$ cat src/rtl/aurora_tx_arb_pkg.sv
// Shared definitions for the Aurora TX packet arbiter: FSM encoding and default widths.
package aurora_tx_arb_pkg;

    localparam int DEF_NUM_SRC = 4;
    localparam int DEF_DW      = 64;
    localparam int DEF_KW      = DEF_DW / 8;
    localparam int DEF_CNT_W   = 16;

    typedef enum logic [1:0] {
        ST_IDLE  = 2'd0,
        ST_ARB   = 2'd1,
        ST_XFER  = 2'd2,
        ST_DRAIN = 2'd3
    } arb_state_e;

endpackage

$ cat src/rtl/rr_prio_pick.sv
// Combinational round-robin pick: first requester strictly after ptr_i, wrapping at N.
module rr_prio_pick #(
    parameter int N  = 4,
    parameter int GW = $clog2(N)
) (
    input  logic [N-1:0]  req_i,
    input  logic [GW-1:0] ptr_i,
    output logic [GW-1:0] grant_o,
    output logic          any_req_o
);

    logic [GW-1:0] idx_s;

    function automatic logic [GW-1:0] wrap_idx(input logic [GW-1:0] p, input int k);
        int s;
        s = (int'(p) + k) % N;
        return GW'(s);
    endfunction

    // Walk from the farthest candidate back towards ptr+1 so the nearest requester overwrites last.
    always_comb begin
        grant_o   = '0;
        any_req_o = 1'b0;
        idx_s     = '0;
        for (int k = N; k >= 1; k--) begin
            idx_s     = wrap_idx(ptr_i, k);
            grant_o   = req_i[idx_s] ? idx_s : grant_o;
            any_req_o = any_req_o | req_i[idx_s];
        end
    end

endmodule

$ cat src/rtl/aurora_tx_pkt_arbiter.sv
// Packet-granular round-robin arbiter sharing one Aurora 64B/66B TX AXI4-Stream port.
// A grant is held from first beat to tlast; a channel_up loss drains and discards the cut packet.
module aurora_tx_pkt_arbiter
    import aurora_tx_arb_pkg::*;
#(
    parameter  int NUM_SRC = DEF_NUM_SRC,
    parameter  int DW      = DEF_DW,
    parameter  int CNT_W   = DEF_CNT_W,
    localparam int KW      = DW / 8,
    localparam int GW      = $clog2(NUM_SRC)
) (
    input  logic                  user_clk,
    input  logic                  system_rst,
    input  logic                  channel_up,
    input  logic [NUM_SRC*DW-1:0] s_tdata,
    input  logic [NUM_SRC*KW-1:0] s_tkeep,
    input  logic [NUM_SRC-1:0]    s_tlast,
    input  logic [NUM_SRC-1:0]    s_tvalid,
    output logic [NUM_SRC-1:0]    s_tready,
    output logic [DW-1:0]         m_tdata,
    output logic [KW-1:0]         m_tkeep,
    output logic                  m_tlast,
    output logic                  m_tvalid,
    input  logic                  m_tready,
    output logic [GW-1:0]         grant_id,
    output logic                  busy,
    output logic [CNT_W-1:0]      pkt_cnt,
    output logic [CNT_W-1:0]      drop_cnt
);

    logic [1:0]       rst_sync_q;
    logic             rst;
    arb_state_e       state_q, state_d;
    logic [GW-1:0]    grant_q, grant_d;
    logic [GW-1:0]    ptr_q, ptr_d;
    logic [CNT_W-1:0] pkt_cnt_q, pkt_cnt_d;
    logic [CNT_W-1:0] drop_cnt_q, drop_cnt_d;
    logic [GW-1:0]    pick_s;
    logic             any_req_s;
    logic             sel_valid_s;
    logic             sel_last_s;

    // Reset asserts immediately and is released two user_clk edges after system_rst falls.
    always_ff @(posedge user_clk or posedge system_rst) begin
        if (system_rst) begin
            rst_sync_q <= 2'b11;
        end else begin
            rst_sync_q <= {rst_sync_q[0], 1'b0};
        end
    end

    assign rst = rst_sync_q[1];

    rr_prio_pick #(
        .N  (NUM_SRC),
        .GW (GW)
    ) u_pick (
        .req_i     (s_tvalid),
        .ptr_i     (ptr_q),
        .grant_o   (pick_s),
        .any_req_o (any_req_s)
    );

    assign sel_valid_s = s_tvalid[grant_q];
    assign sel_last_s  = s_tlast[grant_q];
    assign m_tdata     = s_tdata[int'(grant_q)*DW +: DW];
    assign m_tkeep     = s_tkeep[int'(grant_q)*KW +: KW];
    assign m_tlast     = sel_last_s;
    assign grant_id    = grant_q;
    assign busy        = (state_q != ST_IDLE);
    assign pkt_cnt     = pkt_cnt_q;
    assign drop_cnt    = drop_cnt_q;

    // Next-state, handshake steering and counter updates.
    always_comb begin
        state_d    = state_q;
        grant_d    = grant_q;
        ptr_d      = ptr_q;
        pkt_cnt_d  = pkt_cnt_q;
        drop_cnt_d = drop_cnt_q;
        m_tvalid   = 1'b0;
        s_tready   = '0;
        case (state_q)
            ST_IDLE: begin
                if (channel_up && (|s_tvalid)) begin
                    state_d = ST_ARB;
                end else begin
                    state_d = ST_IDLE;
                end
            end
            ST_ARB: begin
                if (any_req_s) begin
                    grant_d = pick_s;
                    ptr_d   = pick_s;
                    state_d = ST_XFER;
                end else begin
                    state_d = ST_IDLE;
                end
            end
            ST_XFER: begin
                m_tvalid          = sel_valid_s & channel_up;
                s_tready[grant_q] = m_tready & channel_up;
                // A tlast handshake wins over a simultaneous link drop: the beat already went out.
                if (sel_valid_s && channel_up && m_tready && sel_last_s) begin
                    pkt_cnt_d = pkt_cnt_q + CNT_W'(1);
                    state_d   = ST_IDLE;
                end else if (!channel_up) begin
                    state_d = ST_DRAIN;
                end else begin
                    state_d = ST_XFER;
                end
            end
            ST_DRAIN: begin
                s_tready[grant_q] = 1'b1;
                if (sel_valid_s && sel_last_s) begin
                    drop_cnt_d = drop_cnt_q + CNT_W'(1);
                    state_d    = ST_IDLE;
                end else begin
                    state_d = ST_DRAIN;
                end
            end
            default: begin
                state_d = ST_IDLE;
            end
        endcase
    end

    // State, grant, round-robin pointer and statistics registers.
    always_ff @(posedge user_clk or posedge rst) begin
        if (rst) begin
            state_q    <= ST_IDLE;
            grant_q    <= '0;
            ptr_q      <= GW'(NUM_SRC - 1);
            pkt_cnt_q  <= '0;
            drop_cnt_q <= '0;
        end else begin
            state_q    <= state_d;
            grant_q    <= grant_d;
            ptr_q      <= ptr_d;
            pkt_cnt_q  <= pkt_cnt_d;
            drop_cnt_q <= drop_cnt_d;
        end
    end

endmodule

$ cat config.mk
export PLATFORM = sky130hd
export DESIGN_NAME = aurora_tx_pkt_arbiter
export DESIGN_NICKNAME = d
export VERILOG_FILES = /design/src/rtl/aurora_tx_arb_pkg.sv /design/src/rtl/rr_prio_pick.sv /design/src/rtl/aurora_tx_pkt_arbiter.sv
export SDC_FILE = /design/constraint.sdc
export NUM_CORES = 1
export LEC_CHECK = 0
export ABC_AREA = 1
export CAP_MARGIN = 20
export CORE_AREA = 5 5 157 159
export DETAILED_ROUTE_END_ITERATION = 16
export DIE_AREA = 0 0 162 164
export GPL_ROUTABILITY_DRIVEN = 0
export SLEW_MARGIN = 20
export SYNTH_ARGS = -nofsm -noshare
export SYNTH_HDL_FRONTEND = slang
export SYNTH_SLANG_ARGS = --single-unit
$ cat constraint.sdc
create_clock -name user_clk -period 1.3 [get_ports user_clk]
set_input_delay 0.195 -clock user_clk [delete_from_list [all_inputs] [get_ports user_clk]]
set_output_delay 0.195 -clock user_clk [all_outputs]
set_load 0.005 [all_outputs]
# Yosys cells after proc, flatten, opt, wreduce, memory -nomap -nowiden
# Index checks and enable logic that the tools add are counted.
# word_totals
latch_bits	0
inputBits	300
word_cells	67
ram_bits	0
rom_bits	0
memories	0
register_bits	40
output_inout_bits	113
# op_classes
multipliers	0
reduce_logical	12
bitwise	6
shift	2
n_addsub	6
n_eq_ne	3
n_lt_le_gt_ge	6
div_mod_pow	0
muxes	26
# ops
cell	n
$shiftx 256x9->64	1
$add 16x1->16 const B	2
$shiftx 32x6->8	1
$lt 2x3->1 const B	5
$mux 2	7
$bmux 1 s2	6
$mux 1	10
$pmux 2 s4	1
$pmux 4 s2	1
$logic_and 1x1->1	6
$reduce_and 2->1	3
$add 2x1->2 const B	2
$add 2x2->2 const B	2
$and 4x4->4	1
$eq 2x2->1 const B	2
$reduce_or 4->1	1
$or 1x1->1	3
$and 1x1->1	2
$demux 1 s2	1
$eq 2x1->1 const B	1
$ge 2x1->1 const B	1
$logic_not 2->1	1
$reduce_bool 2->1	1

# Longest topological paths before layout
# Gate-level depths: netlist of the first run.
# depth
depth_word	8
mapped_depth	11

# By module
# From an unflattened synthesis of the first run, not the netlist that was laid out.
# hier_totals
cells_unflattened	720
area_unflattened_um2	4484.3
# modules_own_cells
module	n_inst	area_each_um2	cells_each
aurora_tx_pkt_arbiter	1	4237.8	669
rr_prio_pick	1	246.5	51

# Worst setup path before layout of the first run
# Ideal clock, no wire load.
# synth_path
kind	reg-to-reg
startpoint	reg grant_q[0], in the netlist grant_id[0]
endpoint	reg drop_cnt_q[7], in the netlist drop_cnt[7]
period_less_slack_ns	1.515
path_stages_with_launch	11
arrival_time_ns	1.398
path_slack_ns	-0.215
path_cell_list	dfrtp_1 nand2_1 inv_2 buf_4 a22oi_2 nand2_4 nand3_2 inv_2 buf_2 nand2_1 nand2_1
# synth_via
elab_chain_len	4
elab_cells_between_ends	6
# synth_rtl
element	line_no	rtl
start: declaration	aurora_tx_pkt_arbiter.sv:34	logic [GW-1:0] grant_q, grant_d;
start signal: assignment	aurora_tx_pkt_arbiter.sv:138	grant_q <= grant_d;
$bmux 1 s2 (on tied branches)	aurora_tx_pkt_arbiter.sv:64, aurora_tx_pkt_arbiter.sv:65	
$mux 1 (on tied branches)	aurora_tx_pkt_arbiter.sv:64, aurora_tx_pkt_arbiter.sv:65	
$logic_and 1x1->1 (*)	aurora_tx_pkt_arbiter.sv:115	if (sel_valid_s && sel_last_s) begin
$reduce_and 2->1 (no source line) (*)	-	
end signal: assignment	aurora_tx_pkt_arbiter.sv:141	drop_cnt_q <= drop_cnt_d;
end: declaration	aurora_tx_pkt_arbiter.sv:37	logic [CNT_W-1:0] drop_cnt_q, drop_cnt_d;
# Every way passes the cells marked *; elsewhere a longest branch is shown, timed or not. The select of a mux whose other input is x is not followed.
# A chain may end at the register's enable or synchronous reset.

# Worst setup path in the final report of the first run
# layout_path
startpoint	reg grant_q[1], in the netlist grant_id[1]
endpoint	out m_tdata[46]
# layout_via
elab_chain_len	1
# layout_rtl
element	line_no	rtl
$shiftx 256x9->64	aurora_tx_pkt_arbiter.sv:66	assign m_tdata = s_tdata[int'(grant_q)*DW +: DW];
end: declaration	aurora_tx_pkt_arbiter.sv:20	output logic [DW-1:0] m_tdata,
# Every way passes these cells.

==> results of run 1 <==
[state kept, by name, indices dropped and copies added, names as in the netlist]
register,count
grant_id,2
rst_sync_q,2
ptr_q,2
drop_cnt,16
pkt_cnt,16
state_q,2
[kinds of logic after synthesis]
group / share of synthesized area
AND/OR/NAND/NOR: 0.366
AO/OA/AOI/OAI: 0.239
other: 0.000928
adder cells (fa/ha/maj): 0.00619
buffers and inverters: 0.0833
flip-flops: 0.249
XOR/XNOR: 0.0563
[report_power, final]
part           switching, mW  internal (mW)
Combinational           6.89           8.51
Sequential             0.211           1.45
Clock                  0.515           1.01
Total                   7.62           11.0
[cell usage in the layout, fill, tap and decap left out, types with 3 or more instances in the layout]
cell	count
dlymetal6s2s_1	32
nor3_1	9
buf_2	67
a22oi_1	24
diode_2	9
a22oi_2	92
nand3_2	20
xor2_1	13
dfrtp_2	13
buf_16	9
clkdlybuf4s50_1	299
inv_2	4
dfrtp_1	23
buf_12	24
inv_1	29
nand2_1	193
nand4_1	5
xnor2_1	13
nand2_4	20
clkbuf_2	4
nand3_1	28
o21ai_2	5
buf_4	96
inv_8	3
o21ai_0	4
clkbuf_16	10
nor2_1	21
dfstp_2	4
nor2_4	5
buf_8	17
nand2_2	52
buf_6	51
[cells in the mapped netlist, types with 2 or more instances]
cell,n
a22oi_1,115
buf_2,2
buf_4,4
buf_6,4
clkbuf_1,29
dfrtp_1,36
dfstp_2,4
ha_1,2
inv_1,35
inv_2,3
nand2_1,265
nand3_1,48
nand3_2,2
nand4_1,5
nor2_1,25
nor2_2,2
nor3_1,12
o21ai_0,11
xnor2_1,13
xor2_1,13
[final cells by class]
type,count,area [um^2],share of cell area
Timing Repair Buffer,605,6160,0.532
Inverter,38,168,0.0145
Sequential cell,40,1020,0.0883
Multi-Input combinational cell,521,3650,0.315
Clock inverter,1,30.0,0.00259
Clock buffer,7,153,0.0132
Timing Repair inverter,1,11.3,0.000973
Tap cell,290,363,0.0313
Antenna cell,9,22.5,0.00195
[layer usage]
metal / vias up / wire (um) / global-route usage
met2: 270 / 16600 / 0.389
met4: 6 / 1010 / 0.0704
met1: 3284 / 12100 / 0.247
li1: 3353 / - / -
met5: - / 34 / 0
met3: 66 / 2000 / 0.0494
[timing repair]
action,CTS,global route
pin swaps,37,62
setup endpoints to repair,151,151
buffers inserted,37,43
endpoints found under the hold margin,0,0
cloned,12,7
resized for setup,464,246
[worst max-delay path by stage]
stage                      startpoint  slack [ns]     endpoint  depth (start not counted)
after floorplan           grant_id[1]       -0.17  drop_cnt[0]                         10
after global routing      grant_id[1]       -0.78  m_tdata[46]                         10
after detailed placement  grant_id[1]       -0.62  m_tdata[56]                          6
after CTS                 grant_id[1]       -0.73   m_tkeep[1]                          8
after global placement    grant_id[0]       -0.63  m_tdata[56]                          5
final                     grant_id[1]       -0.71  m_tdata[46]                         10
[critical path, cell delays in order (launching register included)]
cell and delay [ns]:
dfrtp_2 0.46, inv_2 0.10, nor2_4 0.05, buf_12 0.13, buf_12 0.13, buf_12 0.13, buf_16 0.14, buf_12 0.13
nand2_4 0.05, nand3_2 0.08, buf_6 0.13
==> metrics.txt, run 1 <==
initial antenna violation count=11; cell count after synthesis=638; wire length per cell=21.0 um; DR vias=about 7000; Global Route Usage Sum=0.214; synth unique cells=28; minimum clock period=~2 ns; reg2reg path depth=11; chip height=164 um; WS Path Type=reg2out; worst r2r dst=pkt_cnt[7]; die area=26600 um^2; hpwl dp=roughly 23000 um; Post-Route WL=31700 um; Placed Cells=1407; clock sink total=40; cell area after synthesis=around 4000 um^2; clk_lat worst skew=approximately 0.29 ns; Warnings, synthesis=0; CP max FO=6; port buffer count=slightly above 400; Hold Vio Cnt, Final=0; Num CTS Buffers=5; power per standard cell area=1610 nW/um^2; WP data required=1.11 ns; WHS=between 0.2 and 0.25 ns; H-tree depth=2; leading area contributor after synthesis=nand2_1; Core Area=about 23000 um^2; fin crit share=1.54; remaining global-route overflow=0; Clk pin slew, worst setup/hold paths=0.06 ns; type of the tightest min-delay check=in2async; share of layout cells above drive strength 1=0.423; Clock Skew=~0.006 ns; reg2reg setup slack=-0.62 ns; vias in the first global route=7088; Pleak=approximately 5.6 nW; Initial Util=0.175; setup ws final=-0.708 ns; CTS max path bufs=2; I/O pins=about 410; area grow syn2layout=186%; final setup vio count=~120; via/cell ratio=4.62; Total Power=18.6 mW; syn nets=940; Fill cells=~2200; row cnt=56; CTS root buffer=clkbuf_16; first-pass GRT wire length=between 40000 and 50000 um; flops & latches, synth=40; worst r2r src=grant_id[1]; fin area=11600 um^2; max-slew violations=0; outcome=finished, violations left; Fmax=498 MHz; ranking of synthesized cells by area=nand2_1 25%, dfrtp_1 22%, a22oi_1 21%; Async SR Flop Fraction=1.00; DRT Pass-1 Iters=4; pre-CTS setup slack=-0.624 ns; Primary FF master, synth=dfrtp_1; Residual DRC=0; top cell type's share of synthesized area=0.246; largest net degree at the start of global routing=23; maximum VDD drop=817 uV; nets@finish=between 1500 and 2000; Post-Place Cell Area=slightly above 9000 um^2; RSZ-0062 raised after global routing=yes; CTS tree=done; fin util=0.501; max_cap viols=0; Setup crit start kind=flop; post-synthesis sequential area ratio=0.249; # hold bufs at CTS=0; crit path DAT=around 1.8 ns; Synth Area per Inst=around 6.3 um^2; ANT nets after route=0; Sum Neg Setup Slack=-66.42 ns; DR iter-0 viols=approximately 340; Die W=162 um; failing checks=setup timing; fin cells=1512; Post-synth EDFFs=0; CP Capture Type=output pin
Note: power is estimated with default switching activity, not from simulation.
==> run 2, diff against run 1 <==
--- a/config.mk
+++ b/config.mk
@@ -8,6 +8,7 @@
 export ABC_AREA = 1
 export CAP_MARGIN = 20
 export CORE_AREA = 5 5 157 159
+export CTS_CLUSTER_DIAMETER = 120
 export DETAILED_ROUTE_END_ITERATION = 16
 export DIE_AREA = 0 0 162 164
 export GPL_ROUTABILITY_DRIVEN = 0
==> results of run 2 <==
Same layout as run 1: the final DEF is identical, and so are final timing and power.
==> run 3, diff against run 2 <==
--- a/config.mk
+++ b/config.mk
@@ -12,6 +12,7 @@
 export DETAILED_ROUTE_END_ITERATION = 16
 export DIE_AREA = 0 0 162 164
 export GPL_ROUTABILITY_DRIVEN = 0
+export PLACE_DENSITY_LB_ADDON = 0.3
 export SLEW_MARGIN = 20
 export SYNTH_ARGS = -nofsm -noshare
 export SYNTH_HDL_FRONTEND = slang
==> run 3 against run 2 <==
Global-route usage fell by 2.1 points. Clock skew rose by 0.0014 ns. Sequential cell count did not move. Register-to-register slack got worse by 0.11 ns. Highest routed layer unchanged. First-iteration DRC count fell by 20%. Final area fell by 3.7%. Hold slack got worse by 0.010 ns. Die area did not move. Critical path type unchanged. Largest cell class unchanged. Sequential share of layout area rose by 0.34 points. The run still ends with setup timing left.
==> metrics.txt, run 3 (synthesis gave the netlist of run 1 again) <==
WL met2=15000 um (-9.6%); H-tree depth=2 (unchanged); share of layout cells above drive strength 1=0.370 (-0.0529); Clk pwr share=0.071 (-0.011); Multi-input gate area=3420 um^2 (-6.1%); CTS root buffer=clkbuf_16; RSZ-0062 raised after global routing=yes; # hold bufs at CTS=0 (unchanged); Hold Vio Cnt, Final=0 (unchanged); wire length per cell=19.8 um (-5.5%); Initial Util=0.175 (unchanged); worst r2r src=grant_id[0]; Sequential cell area=1020 um^2 (unchanged); remaining global-route overflow=0 (unchanged); DRT Pass-1 Iters=5 (+1); WP data required=1.11 ns (about the same); nets@finish=1509 (-0.33%); power per standard cell area=1540 nW/um^2 (-4.0%); final setup vio count=119 (unchanged); Sw Ratio=0.411 (+0.00103); failing checks=setup timing; commonest non-fill, non-tap cells in the layout=300 x clkdlybuf4s50_1, 222 x nand2_1, 106 x buf_4; Fill cells=2235 (+2.6%); reg2reg setup slack=-0.73 ns (-0.11 ns); Global Route Usage Sum=0.192 (-0.0214); CP Capture Type=output pin; WL met3=1790 um (-10%); Clock Skew=0.00735 ns (+0.00142 ns); area grow syn2layout=176%; setup ws final=-0.753 ns (-0.0443 ns); chip height=164 um (unchanged); outcome=finished, violations left; DR vias=6880 (-1.4%); switching pwr=7.06 mW (-7.3%); Buf+Inv Stages, Crit Path=6 (-1); max_cap viols=0 (unchanged); ANT nets after route=0 (unchanged); initial antenna violation count=13 (+2); first-pass GRT wire length=39100 um (-9.5%); port buffer count=412 (unchanged); max-slew violations=0 (unchanged); Max stage delay on crit path=0.48 ns (+0.02 ns); worst r2r dst=pkt_cnt[2]; delay-heaviest family, CP=buffers and inverters; Fmax=487 MHz (-2.2%); DR iter-0 viols=269 (-20%); clock sink total=40 (unchanged); most common cell after layout, fill and taps aside=clkdlybuf4s50_1; Core Area=23100 um^2 (unchanged); Int Pwr=10.1 mW (-7.7%); crit path DAT=1.86 ns (+0.05 ns); vias in the first global route=6376 (-10%); reg2reg path depth=12 (+1); Setup crit start kind=flop; Post-Place Cell Area=9270 um^2 (-0.67%); Num CTS Buffers=5 (unchanged); CP max-delay cell=dfrtp_2; maximum VDD drop=832 uV (+1.9%); Die W=162 um (unchanged); Seq pwr share=0.098 (+0.009); via/cell ratio=4.55 (-1.4%); minimum clock period=2.05 ns (+0.0443 ns); Sum Neg Setup Slack=-72.84 ns (-6.43 ns); type of the tightest min-delay check=in2async; CTS tree=done; crit-path most repeated cell=buf_6; fin crit share=1.58 (+0.0341); clk_lat worst skew=0.28 ns (about the same); WS Path Type=reg2out; CP Capture Point=m_tdata[5]; CP max FO=7 (+1); I/O pins=413 (unchanged); Worst Setup SP=grant_id[0]; Pleak=5.51 nW (-2.1%); Clk pin slew, worst setup/hold paths=0.06 ns (about the same); combinational share of power=0.831 (+0.002); Post-Route M1 WL=12500 um (+3.4%); CTS max path bufs=2 (unchanged); row cnt=56 (unchanged); largest net degree at the start of global routing=30 (+30%); hpwl dp=22700 um (-1.2%); fin area=11100 um^2 (-3.7%); die area=26600 um^2 (unchanged); crit path cell chain=inv_2 -> nor2_4 -> buf_6 -> clkbuf_16 -> buf_8 -> buf_6 -> a22oi_2 -> nand3_1 -> clkbuf_2; CP Depth=9 (-1); Post-Route WL=29900 um (-5.5%); Residual DRC=0 (unchanged); uppermost layer routed=met5
## run 3: final cells by class
cell class	instances	area share
multi-input cells	521	0.307
clock buffers	6	0.0116
repair buffers	601	0.539
diodes	13	0.00292
clock inverters	2	0.00112
inverters	38	0.0146
well taps	290	0.0325
flip-flops and latches	40	0.0917
## run 3: worst register-to-register path, delay by kind of cell, from the launching register on
family                 cells  cell delay, ns
flip-flops                 1            0.47
AO/OA/AOI/OAI              2            0.12
AND/OR/NAND/NOR            4            0.53
buffers and inverters      6            0.78
## run 3: what timing repair did
item / CTS / global route
cloned: 2 / 12
setup endpoints to repair: 151 / 151
buffers inserted: 2 / 83
resized for setup: 146 / 408
pin swaps: 6 / 69
## run 3: worst min-delay path by stage
stage | from | end | cells after the start
2_1_floorplan | system_rst | rst_sync_q[0] | 1
3_3_place_gp | rst_sync_q[1] | drop_cnt[2] | 1
3_5_place_dp | rst_sync_q[1] | drop_cnt[2] | 1
4_1_cts | system_rst | rst_sync_q[0] | 2
5_1_grt | system_rst | rst_sync_q[0] | 2
6_report | system_rst | rst_sync_q[0] | 2
## run 3: layer usage
metal | track usage | vias up
met2 | 0.312 | 238
met4 | 0.0688 | 2
li1 | - | 3328
met1 | 0.252 | 3273
met3 | 0.0424 | 39
met5 | 0 | -
## run 3: power by group through the flow
stage          sequential [mW]  clock [mW]  combinational (mW)
6_report                  1.68        1.22                14.3
5_1_grt                   1.71        1.30                15.3
4_1_cts                   1.66        1.25                11.0
3_5_place_dp              1.67           0                11.0
3_3_place_gp              1.67           0                10.9
2_1_floorplan             1.68           0                4.21
## run 3: per-stage QoR
step / worst slack (ns) / hold slack [ns] / util / instances / power (mW)
after floorplan: -0.174 / 0.107 / - / 638 / 5.89
after global placement: -0.695 / 0.236 / 0.401 / 1397 / 12.6
after detailed placement: -0.669 / 0.241 / 0.401 / 1397 / 12.6
after CTS: -0.874 / 0.223 / 0.412 / 1409 / 13.9
after global routing: -0.849 / 0.254 / 0.482 / 1509 / 18.3
final: -0.753 / 0.227 / 0.482 / 1511 / 17.2
